### src/rtl/rs232_avm_responder.sv
// Avalon-MM RS232 register responder: RX byte FIFO, 8N1 TX serializer, status/sticky error bits.
// Optional feature macro: RS232_LOOPBACK_EN (TX bytes are also pushed into the RX FIFO).
module rs232_avm_responder #(
  parameter int RX_DEPTH     = 4,
  parameter int CLKS_PER_BIT = 434
) (
  input  logic        avm_clk,
  input  logic        avm_rst_n,
  input  logic [4:0]  avm_address,
  input  logic        avm_read,
  output logic [31:0] avm_readdata,
  input  logic        avm_write,
  input  logic [31:0] avm_writedata,
  output logic        avm_waitrequest,
  input  logic [7:0]  rx_data,
  input  logic        rx_valid,
  output logic        rx_ready,
  output logic        uart_txd
);

  localparam int AW   = $clog2(RX_DEPTH);
  localparam int CNTW = AW + 1;
  localparam int CW   = $clog2(CLKS_PER_BIT);
  localparam logic [CW-1:0]   BIT_LAST = CW'(CLKS_PER_BIT - 1);
  localparam logic [CNTW-1:0] FULL_CNT = CNTW'(RX_DEPTH);

  typedef enum logic {BUS_IDLE, BUS_ACK} bus_state_t;
  typedef enum logic [1:0] {TX_IDLE, TX_START, TX_DATA, TX_STOP} tx_state_t;

  bus_state_t bus_state, bus_next;
  tx_state_t  tx_state, tx_next;

  logic            req_read, req_write, pop_pending;
  logic [4:0]      req_addr;
  logic [7:0]      req_wdata;
  logic [7:0]      mem [RX_DEPTH];
  logic [AW-1:0]   wr_ptr, rd_ptr;
  logic [CNTW-1:0] count;
  logic            fifo_empty, fifo_full;
  logic            tx_ovr, rx_ovf;
  logic [7:0]      tx_byte, tx_shift;
  logic [2:0]      bit_idx;
  logic [CW-1:0]   clk_cnt;
  logic            bit_done, tx_idle;
  logic            commit, do_pop, tx_wr, tx_accept, tx_drop, status_clr;
  logic            push, ovf_set;
  logic [7:0]      push_data;
  logic [31:0]     status_word, rd_mux;
  logic            unused_bits;

  assign fifo_empty  = (count == '0);
  assign fifo_full   = (count == FULL_CNT);
  assign tx_idle     = (tx_state == TX_IDLE);
  assign bit_done    = (clk_cnt == BIT_LAST);
  assign status_word = {22'b0, rx_ovf, tx_ovr, ~fifo_empty, tx_idle, 6'b0};

  // Side effects of a transaction are all committed on the edge that ends ACK.
  assign commit     = (bus_state == BUS_ACK);
  assign do_pop     = commit & pop_pending;
  assign tx_wr      = commit & req_write & (req_addr == 5'd4);
  assign tx_accept  = tx_wr & tx_idle;
  assign tx_drop    = tx_wr & ~tx_idle;
  assign status_clr = commit & req_read & (req_addr == 5'd8);

`ifdef RS232_LOOPBACK_EN
  assign push        = tx_accept & ~fifo_full;
  assign push_data   = req_wdata;
  assign ovf_set     = tx_accept & fifo_full;
  assign rx_ready    = 1'b0;
  assign unused_bits = ^{avm_writedata[31:8], rx_data, rx_valid};
`else
  assign push        = rx_valid & ~fifo_full;
  assign push_data   = rx_data;
  assign ovf_set     = rx_valid & fifo_full;
  assign rx_ready    = ~fifo_full;
  assign unused_bits = ^avm_writedata[31:8];
`endif

  always_comb begin
    rd_mux = '0;
    case (avm_address)
      5'd0:    rd_mux = fifo_empty ? 32'd0 : {24'b0, mem[rd_ptr]};
      5'd4:    rd_mux = {24'b0, tx_byte};
      5'd8:    rd_mux = status_word;
      default: rd_mux = '0;
    endcase
  end

  // Bus handshake: waitrequest is low only in ACK; a request held in IDLE is captured once.
  always_comb begin
    bus_next        = bus_state;
    avm_waitrequest = 1'b1;
    case (bus_state)
      BUS_IDLE: if (avm_read | avm_write) bus_next = BUS_ACK;
      BUS_ACK: begin
        avm_waitrequest = 1'b0;
        bus_next        = BUS_IDLE;
      end
      default: bus_next = BUS_IDLE;
    endcase
  end

  always_ff @(posedge avm_clk or negedge avm_rst_n) begin
    if (!avm_rst_n) begin
      bus_state    <= BUS_IDLE;
      req_read     <= 1'b0;
      req_write    <= 1'b0;
      req_addr     <= '0;
      req_wdata    <= '0;
      pop_pending  <= 1'b0;
      avm_readdata <= '0;
    end else begin
      bus_state <= bus_next;
      if (bus_state == BUS_IDLE && (avm_read | avm_write)) begin
        req_read     <= avm_read;
        req_write    <= avm_write & ~avm_read;
        req_addr     <= avm_address;
        req_wdata    <= avm_writedata[7:0];
        pop_pending  <= avm_read & (avm_address == 5'd0) & ~fifo_empty;
        avm_readdata <= avm_read ? rd_mux : 32'd0;
      end
    end
  end

  always_ff @(posedge avm_clk) begin
    if (push) mem[wr_ptr] <= push_data;
  end

  always_ff @(posedge avm_clk or negedge avm_rst_n) begin
    if (!avm_rst_n) begin
      wr_ptr <= '0;
      rd_ptr <= '0;
      count  <= '0;
      tx_ovr <= 1'b0;
      rx_ovf <= 1'b0;
    end else begin
      if (push)   wr_ptr <= wr_ptr + 1'b1;
      if (do_pop) rd_ptr <= rd_ptr + 1'b1;
      case ({push, do_pop})
        2'b10:   count <= count + 1'b1;
        2'b01:   count <= count - 1'b1;
        default: count <= count;
      endcase
      // A set event in the same cycle as the STATUS-read clear wins.
      if (tx_drop)         tx_ovr <= 1'b1;
      else if (status_clr) tx_ovr <= 1'b0;
      if (ovf_set)         rx_ovf <= 1'b1;
      else if (status_clr) rx_ovf <= 1'b0;
    end
  end

  always_comb begin
    tx_next = tx_state;
    case (tx_state)
      TX_IDLE:  if (tx_accept) tx_next = TX_START;
      TX_START: if (bit_done) tx_next = TX_DATA;
      TX_DATA:  if (bit_done && bit_idx == 3'd7) tx_next = TX_STOP;
      TX_STOP:  if (bit_done) tx_next = TX_IDLE;
      default:  tx_next = TX_IDLE;
    endcase
  end

  always_ff @(posedge avm_clk or negedge avm_rst_n) begin
    if (!avm_rst_n) begin
      tx_state <= TX_IDLE;
      clk_cnt  <= '0;
      bit_idx  <= '0;
      tx_shift <= '0;
      tx_byte  <= '0;
    end else begin
      tx_state <= tx_next;
      if (tx_state == TX_IDLE || bit_done) clk_cnt <= '0;
      else                                 clk_cnt <= clk_cnt + 1'b1;
      if (tx_accept) begin
        tx_shift <= req_wdata;
        tx_byte  <= req_wdata;
        bit_idx  <= '0;
      end else if (tx_state == TX_DATA && bit_done) begin
        tx_shift <= {1'b0, tx_shift[7:1]};
        bit_idx  <= bit_idx + 1'b1;
      end
    end
  end

  // Line level decoded from state so an asynchronous reset forces idle-high at once.
  always_comb begin
    uart_txd = 1'b1;
    case (tx_state)
      TX_START: uart_txd = 1'b0;
      TX_DATA:  uart_txd = tx_shift[0];
      default:  uart_txd = 1'b1;
    endcase
  end

endmodule

### config.mk
export PLATFORM = sky130hd
export DESIGN_NAME = rs232_avm_responder
export DESIGN_NICKNAME = d
export VERILOG_FILES = /design/src/rtl/rs232_avm_responder.sv
export SDC_FILE = /design/constraint.sdc
export NUM_CORES = 1
export LEC_CHECK = 0
export ABC_AREA = 1
export CORE_MARGIN = 2
export CORE_UTILIZATION = 55
export CTS_CLUSTER_DIAMETER = 60
export DETAILED_ROUTE_END_ITERATION = 8
export PLACE_DENSITY = 0.93
export SKIP_LAST_GASP = 1
export SLEW_MARGIN = 10
export SYNTH_ARGS = -nofsm -noshare
export SYNTH_HDL_FRONTEND = slang
export SYNTH_SLANG_ARGS = --single-unit
### constraint.sdc
create_clock -name avm_clk -period 3.2 [get_ports avm_clk]
set_input_delay 0.32 -clock avm_clk [delete_from_list [all_inputs] [get_ports avm_clk]]
set_output_delay 0.32 -clock avm_clk [all_outputs]
set_load 0.02 [all_outputs]
# Word-level counts from Yosys, hierarchy flattened
# Memory sizes are Yosys's and may differ from the RTL's.
# Index checks and enable logic that the tools add are counted.
word_totals:
  inputBits: 50
  latchBits: 0
  out_inout_bits: 35
  word_cells: 93
  mem_count: 1
  register_bits: 88
  rom_bits: 0
  mem_bits_rw: 32
mem_list:
  columns: ["memory", "words", "word_bits", "read_ports", "rd_clocked_by_memory_dff", "wr", "line", "text"]
  rows:
  - ["mem", 4, 8, 1, 0, 1, "36", "logic [7:0] mem [RX_DEPTH];"]
classes:
  div_mod_pow: 0
  bitwise_logic: 18
  add_sub_neg: 6
  n_reduce_logical: 12
  n_lt_le_gt_ge: 0
  muxes: 23
  eq_ne: 16
  multipliers: 0
  shifts: 0
op_table:
  columns: ["op", "n"]
  rows:
  - ["two-way mux 32 bit", 1]
  - ["one-hot mux 10 bit (3 select lines)", 1]
  - ["two-way mux 8 bit", 3]
  - ["bitwise AND 1 bit", 12]
  - ["== test 5 x 3 -> 1 bit (second input constant)", 2]
  - ["== test 5 x 4 -> 1 bit (second input constant)", 2]
  - ["adder 9 x 1 -> 9 bit (second input constant)", 1]
  - ["== test 9 bit (second input constant)", 1]
  - ["two-way mux 9 bit", 1]
  - ["two-way mux 2 bit", 4]
  - ["one-hot mux 2 bit (4 select lines)", 1]
  - ["nonzero test 2 bit", 4]
  - ["two-way mux 1 bit", 7]
  - ["adder 3 x 1 -> 3 bit (second input constant)", 2]
  - ["== test 2 bit (second input constant)", 3]
  - ["== test 3 bit (second input constant)", 2]
  - ["two-way mux 3 bit", 2]
  - ["inequality test 2 bit (second input constant)", 3]
  - ["one-hot mux 3 bit (2 select lines)", 1]
  - ["logical NOT 5 bit", 1]
  - ["inverter 1 bit", 5]
  - ["adder 2 x 1 -> 2 bit (second input constant)", 2]
  - ["== test 2 x 1 -> 1 bit (second input constant)", 2]
  - ["one-hot mux 1 bit (2 select lines)", 2]
  - ["other kinds (8)", 10]

# Depth between registers and ports, before layout
logic_depth:
  ltp_word: 5
  depth_mapped: 9

# Worst setup path after synthesis
# OpenSTA, ideal clock, no wires.
synth_path:
  path_kind: "flip-flop to flip-flop"
  from: "register count[0]"
  to: "register count[2]"
  slack_ps: 1157
  t_arrival_ps: 1919
  stages_incl_launch_ff: 10
  period_less_slack_ps: 2043
  path_cell_list: "dfrtp_1 -> inv_1 -> nand3_1 -> nand2_1 -> ha_1 -> inv_1 -> fa_1 -> a21oi_1 -> o21ai_0 -> xnor2_1"
synth_between:
  elab_chain_len: 5
synth_rtl:
  columns: ["element", "line", "text"]
  rows:
  - ["from (decl)", "38", "logic [CNTW-1:0] count;"]
  - ["from (signal assigned)", "140", "2'b10: count <= count + 1'b1;"]
  - ["from (signal assigned)", "141", "2'b01: count <= count - 1'b1;"]
  - ["from (signal assigned)", "142", "default: count <= count;"]
  - ["== test 3 bit *", "52", "assign fifo_full = (count == FULL_CNT);"]
  - ["inverter 1 bit *", null, null]
  - ["via rx_ready", "17", "output logic rx_ready,"]
  - ["bitwise AND 1 bit *", "72", "assign push = rx_valid & ~fifo_full;"]
  - ["== test 2 x 1 -> 1 bit / == test 2 bit (equally long branches)", "139", "case ({push, do_pop})"]
  - ["one-hot mux 3 bit (2 select lines) / nonzero test 2 bit (equally long branches)", null, null]
# Mark *: on every way through the listed nets, which the timed path passes. The rest lies on a longest branch.
# A chain may end at the register's enable or synchronous reset.

# Final worst setup path
layout_path:
  from: "register tx_state[0]"
  to: "output port uart_txd"
layout_between:
  elab_chain_len: 2
layout_rtl:
  columns: ["element", "line", "text"]
  rows:
  - ["from (decl)", "31", "tx_state_t tx_state, tx_next;"]
  - ["from (signal assigned)", "171", "tx_state <= tx_next;"]
  - ["== test 2 bit / == test 2 x 1 -> 1 bit (equally long branches)", "188", "case (tx_state)"]
  - ["one-hot mux 1 bit (2 select lines) *", "188", null]
  - ["to (decl)", "18", "output logic uart_txd"]
# Mark *: on every way between the ends. The rest lies on a longest branch, timed or not.

==> results.sh <==
export IMPL_status="finished, final reports clean"
export IMPL_synthMuxAreaShare_pct=0
export IMPL_crit_buf_inv=2
export IMPL_core_sq_um=8180
export IMPL_wl_met2_um=4200
export IMPL_netlist_area_leader_share_pct=35.8
export IMPL_fin_crit_ps=2340
export IMPL_root_buffer="clkbuf_8"
export IMPL_dr_max_layer_used="met4"
export IMPL_fillerInstances=623
export IMPL_arrival_ps=2020
export IMPL_setup_viol=0
export IMPL_yosys_cell_types_count=35
export IMPL_hp_class="input port to async pin"
export IMPL_required_ps=2880
export IMPL_synth_ff_type="dfrtp_1"
export IMPL_reg2reg_depth=9
export IMPL_critPathLaunchType="register"
export IMPL_grt_use_total_pct=21.0
export IMPL_slowest_stage="clkdlybuf4s50_1"
export IMPL_slew_violations=0
export IMPL_hold_ws_ps=66.8
export IMPL_clk_pin_slew_ps=100
export IMPL_max_stage_delay_ps=640
export IMPL_drc=0
export IMPL_grt_max_degree=42
export IMPL_synth_area_per_cell_sq_um=9.18
export IMPL_dr_pass1_iters=5
export IMPL_n_antenna_cell=0
export IMPL_place_congestion=0.848
export IMPL_postCtsHoldBufs=0
export IMPL_post_cts_buffers=0
export IMPL_synth_top_family_by_area="simple AND/OR/NAND/NOR gates"
export IMPL_cap_violations=0
export IMPL_antenna_found_initial=0
export IMPL_worstMarginPinSlew_ps=903
export IMPL_ys_warn_count=0
export IMPL_critical_path_class="register to output pin"
export IMPL_rsz0062_at_grt="no"
export IMPL_fin_tns_setup_ps=0
export IMPL_synthSimpleGateAreaFrac_pct=25.6
export IMPL_syn_area_sq_um=4610
export IMPL_grt_pass1_wl_um=14700
export IMPL_syn_inst=502
export IMPL_portBuffers=38
export IMPL_relSlewSlack_pct=39.8
export IMPL_hold_violations=0
export IMPL_synth_edf_count=32
export IMPL_h_tree_depth=3
export IMPL_ys_seq_area_share_pct=56.7
export IMPL_start_util_pct=56.4
export IMPL_reg2reg_slack_ps=1160
export IMPL_dieWidth_um=95.6
export IMPL_synthAdderAreaFrac_pct=3.96
export IMPL_ios=85
export IMPL_first_global_vias=3244
export IMPL_die_height_um=95.6
export IMPL_dpl_cell_area_sq_um=4970
export IMPL_yosysTopAreaCell="dfrtp_1"
export IMPL_synth_compound_area_share_pct=4.10
export IMPL_wl_met3_um=549
export IMPL_overflow=0
export IMPL_finalPower_mw=3.37
export IMPL_fin_area_sq_um=5160
export IMPL_ant_nets=0
export IMPL_async_reset_ff_share_pct=67.3
export IMPL_dr_first_iter_drc_count=250
export IMPL_finalCritPeriodShare_pct=73.0
export IMPL_fin_ws_ps=863
export IMPL_critPathMaxFanout=5
export IMPL_max_vdd_ir_drop_mv=0.274
export IMPL_timing_fmax_mhz=428
export IMPL_synth_top_cells_by_area="dfrtp_1 (36%), edfxtp_1 (21%), nand2_1 (15%)"
export IMPL_cts_resized=0
export IMPL_viasPerCell=5.17
export IMPL_power_density_nw_per_um2=653
export IMPL_fin_worst_skew_ps=9.38
export IMPL_routed_wirelength_um=8680
export IMPL_num_rows=33
export IMPL_met1Wirelength_um=3680
export IMPL_p_leak_nw=2.51
export IMPL_preCtsSetupSlack_ps=1040
export IMPL_drive_gt1_share_pct=7.85
export IMPL_r2r_end="count[2]"
export IMPL_wire_per_inst_um=13.3
export IMPL_cts_buffers=9
export IMPL_clk_latency_ps=380
export IMPL_numClockSinks=98
export IMPL_cp_top_family="buffers and inverters"
export IMPL_place_hpwl_um=6120
export IMPL_fp_dieArea_sq_um=9130
export IMPL_cts_buffer_depth=2
export IMPL_end_kind="output pin"
export IMPL_fin_nets=607
export IMPL_synth_xor_area_share_pct=0.950
export IMPL_syn_to_final_growth_pct=11.9
export IMPL_vias=3376
export IMPL_cts_tree="yes"
export IMPL_crit_chain="inv_1 > ha_1 > o21ai_0 > clkdlybuf4s50_1"
export IMPL_worstReg2RegStart="count[0]"
export IMPL_ys_ff_latch=98
-- synth_stat cells (all sizes together), types with 2 or more instances --
master  instances
nand3          25
o21ai          22
ha             13
o211ai          3
nor3            6
inv            44
nor2           39
or2             2
a21oi           8
nand4           7
xor2            3
edfxtp         32
xnor2           2
nand2         195
dfrtp          66
buf            29
-- through the flow --
stage / instances / utilization (%)
final: 653 / 63.1
after global routing: 653 / 63.1
after CTS: 653 / 63.1
after detailed placement: 637 / 60.8
after global placement: 637 / 60.8
after floorplan: 523 / -
-- kinds of logic (layout without fill, tap and decap cells) --
| group | count (synthesis) | count (layout) |
|---|---|---|
| compound gates | 34 | 34 |
| buf+inv | 74 | 99 |
| flops | 98 | 98 |
| simple gates | 276 | 276 |
| other cells | 1 | 22 |
| fa+ha+maj | 14 | 14 |
| xor+xnor | 5 | 5 |
-- layout by cell type, fill, tap and decap left out, types with 2 or more instances in the layout --
cell type,n
inv_2,4
edfxtp_1,32
ha_1,13
nand4_1,7
a21oi_1,7
dfrtp_1,66
nand2_1,189
inv_8,3
clkdlybuf4s50_1,37
o21ai_1,4
inv_6,2
nand2_2,5
nor2_2,5
xnor2_1,2
xor2_1,3
inv_1,39
nor2_1,30
conb_1,22
nand3_1,24
nor3_1,6
or2_2,2
o211ai_1,3
o21ai_0,17
nor2_4,3
clkbuf_8,9
-- final cells by class --
| type | instances | area (sq um) | share of cell area (%) |
|---|---|---|---|
| clock buffers | 9 | 124 | 2.40 |
| clock inverters | 7 | 65.1 | 1.26 |
| inverters | 44 | 168 | 3.25 |
| multi-input cells | 351 | 1680 | 32.5 |
| flip-flops and latches | 98 | 2610 | 50.6 |
| well taps | 105 | 131 | 2.55 |
| repair buffers | 39 | 383 | 7.42 |
-- where the power goes --
group          total, mW  leakage [nW]  switching [mW]  internal, mW
Sequential          1.72          1.16           0.170          1.55
Clock              0.778        0.0999           0.473         0.305
Combinational      0.873          1.26           0.568         0.305
-- worst register-to-register path, delay by kind of cell (launching register included) --
family          cells  cell delay, ps
flops               1             420
compound gates      2             270
simple gates        2             350
buf+inv             2             200
fa+ha+maj           2             580
xor+xnor            1             130
-- layer usage --
layer,global-route usage (%),vias to the layer above
met2,34.6,131
met4,10.2,0
li1,-,1637
met5,0,-
met1,27.3,1583
met3,3.32,25
-- registers in the layout, indices dropped and copies added, names as in the netlist, 2 cells and up --
signal and flops:
avm_readdata 10, bit_idx 3, clk_cnt 9, count 3, mem 32, rd_ptr 2, req_addr 5, req_wdata 8
tx_byte 8, tx_shift 8, tx_state 2, wr_ptr 2
-- worst max path at each step --
stage	startpoint	to	slack, ps	cells after the start
global route	tx_state[0]	uart_txd	750	4
global placement	rx_valid	count[2]	1100	8
floorplan	count[0]	count[2]	1160	9
detailed placement	rx_valid	count[2]	1040	8
CTS	tx_state[0]	uart_txd	860	4
finish	tx_state[0]	uart_txd	860	4
No activity file was read; power rests on OpenSTA's default activity.
